**src/rtl/power_seq_if.sv**
```systemverilog
// power_seq_if: start/busy/done handshake and operand/result bundle for power_seq.
// master drives start, A (fp32 base), B (unsigned exponent); slave returns result, flags, busy, done.
interface power_seq_if #(
    parameter int EXP_W = 24
);
    logic             start;
    logic [31:0]      A;
    logic [EXP_W-1:0] B;
    logic [31:0]      result;
    logic             overflow;
    logic             underflow;
    logic             busy;
    logic             done;

    modport master (
        output start, A, B,
        input  result, overflow, underflow, busy, done
    );

    modport slave (
        input  start, A, B,
        output result, overflow, underflow, busy, done
    );
endinterface

```
**src/rtl/power_seq.sv**
```systemverilog
// power_seq: fp32 A^B by square-and-multiply, one exponent bit per clock.
// Ports: CLK, RST (async active-low), bus (power_seq_if.slave: start/A/B in; result/flags/busy/done out).
module power_seq #(
    parameter int EXP_W = 24
) (
    input  logic        CLK,
    input  logic        RST,
    power_seq_if.slave  bus
);
    localparam logic [1:0] IDLE = 2'd0;
    localparam logic [1:0] RUN  = 2'd1;
    localparam logic [1:0] SPEC = 2'd2;

    localparam logic [30:0] ONE_M = 31'h3F800000;
    localparam logic [30:0] INF_M = 31'h7F800000;
    localparam logic [30:0] NAN_M = 31'h7FC00000;

    logic [1:0]       state;
    logic [EXP_W-1:0] e;
    logic [EXP_W-1:0] e_shr;
    logic [30:0]      base;
    logic [30:0]      acc;
    logic             sgn;
    logic [31:0]      result_q;
    logic             ovf_q;
    logic             udf_q;
    logic             done_q;
    logic [30:0]      acc_mul;
    logic [30:0]      base_sq;
    logic [30:0]      acc_nxt;
    logic             a_spec;

    // Magnitude-only multiply: truncating, denormals flush to zero.
    function automatic logic [30:0] fmul(input logic [30:0] a, input logic [30:0] b);
        logic [7:0]  ea;
        logic [7:0]  eb;
        logic        a_inf;
        logic        b_inf;
        logic        a_nan;
        logic        b_nan;
        logic        a_zero;
        logic        b_zero;
        logic [47:0] p;
        logic [22:0] m;
        logic [9:0]  es;
        logic [9:0]  eo;
        logic [30:0] r;
        ea     = a[30:23];
        eb     = b[30:23];
        a_nan  = (ea == 8'hFF) && (a[22:0] != 23'd0);
        b_nan  = (eb == 8'hFF) && (b[22:0] != 23'd0);
        a_inf  = (ea == 8'hFF) && (a[22:0] == 23'd0);
        b_inf  = (eb == 8'hFF) && (b[22:0] == 23'd0);
        a_zero = (ea == 8'h00);
        b_zero = (eb == 8'h00);
        p      = {24'd0, 1'b1, a[22:0]} * {24'd0, 1'b1, b[22:0]};
        m      = p[47] ? p[46:24] : p[45:23];
        es     = {2'b0, ea} + {2'b0, eb} + {9'b0, p[47]};
        eo     = es - 10'd127;
        if (a_nan || b_nan || (a_inf && b_zero) || (a_zero && b_inf))
            r = NAN_M;
        else if (a_inf || b_inf)
            r = INF_M;
        else if (a_zero || b_zero)
            r = 31'd0;
        else if (es >= 10'd382)
            r = INF_M;
        else if (es <= 10'd127)
            r = 31'd0;
        else
            r = {eo[7:0], m};
        return r;
    endfunction

    always_comb begin
        acc_mul = fmul(acc, base);
        base_sq = fmul(base, base);
        acc_nxt = e[0] ? acc_mul : acc;
        e_shr   = e >> 1;
        a_spec  = (bus.B == '0) ||
                  (bus.A[30:23] == 8'hFF) ||
                  (bus.A[30:23] == 8'h00);
    end

    always_ff @(posedge CLK or negedge RST) begin
        if (!RST) begin
            state    <= IDLE;
            e        <= '0;
            base     <= '0;
            acc      <= ONE_M;
            sgn      <= 1'b0;
            result_q <= {1'b0, ONE_M};
            ovf_q    <= 1'b0;
            udf_q    <= 1'b0;
            done_q   <= 1'b0;
        end else begin
            done_q <= 1'b0;
            unique case (state)
                IDLE: begin
                    if (bus.start) begin
                        e     <= bus.B;
                        base  <= bus.A[30:0];
                        acc   <= ONE_M;
                        sgn   <= bus.A[31] & bus.B[0];
                        ovf_q <= 1'b0;
                        udf_q <= 1'b0;
                        state <= a_spec ? SPEC : RUN;
                    end
                end
                RUN: begin
                    acc  <= acc_nxt;
                    base <= base_sq;
                    e    <= e_shr;
                    // Flags come only from acc, so a discarded base overflow is harmless.
                    if (e_shr == '0) begin
                        result_q <= {sgn, acc_nxt};
                        ovf_q    <= (acc_nxt == INF_M);
                        udf_q    <= (acc_nxt == 31'd0);
                        done_q   <= 1'b1;
                        state    <= IDLE;
                    end
                end
                SPEC: begin
                    // B==0 wins over every operand class, NaN included.
                    if (e == '0)
                        result_q <= {1'b0, ONE_M};
                    else if ((base[30:23] == 8'hFF) && (base[22:0] != 23'd0))
                        result_q <= {1'b0, NAN_M};
                    else if (base[30:23] == 8'hFF)
                        result_q <= {sgn, INF_M};
                    else
                        result_q <= {sgn, 31'd0};
                    done_q <= 1'b1;
                    state  <= IDLE;
                end
                default: state <= IDLE;
            endcase
        end
    end

    assign bus.result    = result_q;
    assign bus.overflow  = ovf_q;
    assign bus.underflow = udf_q;
    assign bus.busy      = (state != IDLE);
    assign bus.done      = done_q;
endmodule

```
**src/flat_wrapper.sv**
```systemverilog
// flat-port wrapper written by rule: the top's interface ports become plain ports
module power_seq_flat 
#(
    parameter int EXP_W = 24
)
  (CLK, RST, bus_start, bus_A, bus_B, bus_result, bus_overflow, bus_underflow, bus_busy, bus_done);
  power_seq_if #(.EXP_W(EXP_W)) bus_i ();
  input  logic CLK;
  input  logic RST;
  input wire logic [$bits(bus_i.start)-1:0] bus_start;
  input wire logic [$bits(bus_i.A)-1:0] bus_A;
  input wire logic [$bits(bus_i.B)-1:0] bus_B;
  output wire logic [$bits(bus_i.result)-1:0] bus_result;
  output wire logic [$bits(bus_i.overflow)-1:0] bus_overflow;
  output wire logic [$bits(bus_i.underflow)-1:0] bus_underflow;
  output wire logic [$bits(bus_i.busy)-1:0] bus_busy;
  output wire logic [$bits(bus_i.done)-1:0] bus_done;
  assign bus_i.start = bus_start;
  assign bus_i.A = bus_A;
  assign bus_i.B = bus_B;
  assign bus_result = bus_i.result;
  assign bus_overflow = bus_i.overflow;
  assign bus_underflow = bus_i.underflow;
  assign bus_busy = bus_i.busy;
  assign bus_done = bus_i.done;
  power_seq #(.EXP_W(EXP_W)) u_core (.CLK(CLK), .RST(RST), .bus(bus_i));
endmodule
```
**config.mk**
```make
export PLATFORM = sky130hd
export DESIGN_NAME = power_seq_flat
export DESIGN_NICKNAME = d
export VERILOG_FILES = /design/src/rtl/power_seq_if.sv /design/src/rtl/power_seq.sv /design/src/flat_wrapper.sv
export SDC_FILE = /design/constraint.sdc
export NUM_CORES = 2
export LEC_CHECK = 0
export ABC_AREA = 1
export CORE_UTILIZATION = 30
export CTS_CLUSTER_DIAMETER = 40
export DETAILED_ROUTE_END_ITERATION = 7
export GPL_ROUTABILITY_DRIVEN = 0
export GPL_TIMING_DRIVEN = 0
export SLEW_MARGIN = 20
export SYNTH_ARGS = -nofsm -noshare
export SYNTH_HDL_FRONTEND = slang
export SYNTH_SLANG_ARGS = --single-unit
```
**constraint.sdc**
```tcl
create_clock -name CLK -period 8.85 [get_ports CLK]
set_input_delay 2.655 -clock CLK [delete_from_list [all_inputs] [get_ports CLK]]
set_output_delay 2.655 -clock CLK [all_outputs]
set_load 0.01 [all_outputs]
```
==> impl_metrics.csv <==
group,metric,value,unit
layout,syn_to_final_growth,16.2,%
synthesis,synth-simple-area-share,18.3,%
grt,gr-usage-all-layers,21.3,%
setup_path,crit_required,9.22,ns
layout,multiInputGateArea,0.0342,mm^2
timing,setup_violations,2,
synthesis,yosysSeqAreaShare,7.07,%
die,num_rows,140,
timing,grt_setup_unrepaired,"true",
setup_path,worstSetupEndpointType,"flip-flop",
setup_path,critical_path_arrival,9.27,ns
cts,cts_made_buffers,17,
timing,slew_violations,0,
synthesis,synth_area_per_cell,7.57,um^2
drt,drt-wirelength-per-cell,19.5,um
die,ios,95,
outcome,violations,"setup timing",
cts,cts.clk_slew.worst_paths,0.06,ns
timing,fin_tns_setup,-0.0921,ns
synthesis,synth_adder_area_share,51.4,%
die,die_w,385,um
cts,ctsLongestPathBuffers,2,
cts,clkLatencyLatePin,0.45,ns
timing,layout_setup_ws,-0.0462,ns
setup_path,criticalPathCategory,"reg2reg",
place,dpl.hpwl,129000,um
synthesis,yosys_warnings,0,
drt,routed_wirelength,156000,um
drt,vias,38800,
layout,regArea,0.00316,mm^2
timing,hold_ws,0.489,ns
timing,period_minus_slack,8.90,ns
die,coreArea,0.146,mm^2
synthesis,synthMuxAreaShare,0,%
drt,drcViolationCount,0,
setup_path,r2r-start,"u_core.acc[11]",
cts,cts.sinks,124,
layout,layout_commonest_cell,"inv_1",
setup_path,crit_slowest_cell,"fa_2",
timing,worst_clock_skew,0.0118,ns
place,io_buffer_count,94,
timing,max_freq,112,MHz
hold_path,hold_start,"u_core.bus.result[31]",
layout,drive_above_1_share,9.82,%
grt,grt_pass1_wl,237000,um
drt,drt-initial-drc-count,3781,
synthesis,syn-instance-count,5828,
drt,viasPerCell,4.85,
setup_path,cp-start-kind,"flip-flop",
cts,cts_tree,"done",
job,drv_cap,0,
grt,gr-total-overflow,0,
synthesis,synth_compound_area_share,4.93,%
grt,grt_pass1_vias,40000,
synthesis,synth_cell_types,56,
die,initial_core_util,30.3,%
timing,slew_headroom,34.1,%
setup_path,startpoint,"u_core.acc[11]",
die,die_y,385,um
cts,clock-root-buffer,"clkbuf_16",
layout,layout_common_cells,"1759 x inv_1, 1440 x nand2_1, 890 x fa_1",
hold_path,min_path_type,"reg2reg",
setup_path,critPathMaxStageDelay,0.61,ns
grt,grt_max_degree,93,
synthesis,synth_top_family_by_area,"adder cells",
die,die-area,0.149,mm^2
timing,hold_violations,0,
synthesis,async_flop_share,100,%
synthesis,dominantRegCellSynth,"dfrtp_1",
layout,fillers,15200,
setup_path,crit_path_frequent_cell,"buf_4",
drt,detail-route-antenna-nets,0,
setup_path,critPathMaxFanout,10,
cts,htreeDepth,4,
synthesis,synth_fp_nets,7157,
synthesis,syn_area,0.0441,mm^2
drt,drt_first_pass_iters,6,
layout,fin_nets,7396,
synthesis,synth-seq-cells,124,
grt,grt_antenna_before_repair,2,
timing,fin_crit_sh,101,%
cts,holdBufCountCts,0,
timing,tightest_slew,0.989,ns
synthesis,synth_enable_flop_cells,0,
outcome,outcome,"finished with violations",
synthesis,synth_xor_area_share,0.913,%
stage by stage:
step	cells	worst slack (ns)	instance area [um^2]	util, %
6_report	8000	-0.0462	51300	35.2
5_1_grt	7996	-0.288	51200	35.2
4_1_cts	7971	-0.0369	50700	34.8
3_5_place_dp	7840	-2.46	47500	32.6
3_3_place_gp	7839	-2.42	47500	32.6
2_1_floorplan	5828	0.250	44100	-
cells by family after synthesis:
kind of cell | count (synthesis)
DFF | 124
AOI/OAI and AO/OA | 374
buffers and inverters | 2016
xor gates and xnor gates | 46
adders and majority gates | 1270
and+or+nand+nor | 1998
critical path, delay by kind of cell, from the launching register on:
family / cells / cell delay (ns)
and+or+nand+nor: 18 / 1.54
adders and majority gates: 8 / 3.98
buffers and inverters: 25 / 2.55
DFF: 1 / 0.56
AOI/OAI and AO/OA: 1 / 0.15
path summary, 6_finish.rpt:
path / to / slack, ns / cells after the start
worst max register to register: u_core.bus.overflow / -0.05 / 52
worst min register to register: u_core.bus.result[31] / 0.49 / 2
worst max-delay path: u_core.bus.overflow / -0.05 / 52
min in group asynchronous: u_core.bus.result[2] / 2.05 / 1
worst min-delay path: u_core.bus.result[31] / 0.49 / 2
max in group asynchronous: u_core.base[5] / 5.96 / 2
layout make-up:
cell class | count | share of cell area, %
antenna | 4 | 0.0195
buffer | 212 | 4.16
clock buffer | 17 | 0.830
clock inverter | 14 | 0.315
inverter | 1797 | 13.2
multi-input combinational | 3688 | 66.7
sequential | 124 | 6.17
tap | 1917 | 4.68
timing repair buffer | 227 | 3.97
flip-flops by register name, summed over array words and instances (netlist names):
register and cells:
u_core.bus.result 32, u_core.acc 31, u_core.base 31, u_core.e 24, u_core.state 2, u_core.bus.done 1, u_core.bus.overflow 1, u_core.bus.underflow 1
u_core.sgn 1
cells in the mapped netlist, types with 18 or more instances:
cell type     n  area, um^2
nand2_1    1481        5560
buf_2        18        90.1
buf_1        75         282
fa_1        906       18100
a22oi_1      22         165
xnor2_1      31         272
ha_1        364        4550
nor2_1      229         860
dfrtp_1     110        2750
a21oi_1     130         651
nand3_1     155         776
clkbuf_1    119         447
nand4_1      45         282
o211ai_1     28         210
o22ai_1      26         163
inv_1      1783        6690
o21ai_0     102         510
layer usage:
layer	global-route usage, %	vias up	part of all wire (%)
li1	-	17200	-
met1	27.3	19300	39
met2	34.8	1888	46
met3	3.92	406	9.4
met4	9.47	0	5.1
met5	0	-	0
what timing repair did:
| item | 4_1_cts | 5_1_grt |
|---|---|---|
| cloned | 2 | 1 |
| pin swaps | 82 | 56 |
| setup endpoints to repair | 95 | 86 |
| setup buffers | 103 | 27 |
| resized for setup | 668 | 163 |
Power is left out: the tool's default activity adds up to more than one toggle a clock period on the data nets, which glitch-free logic cannot reach.
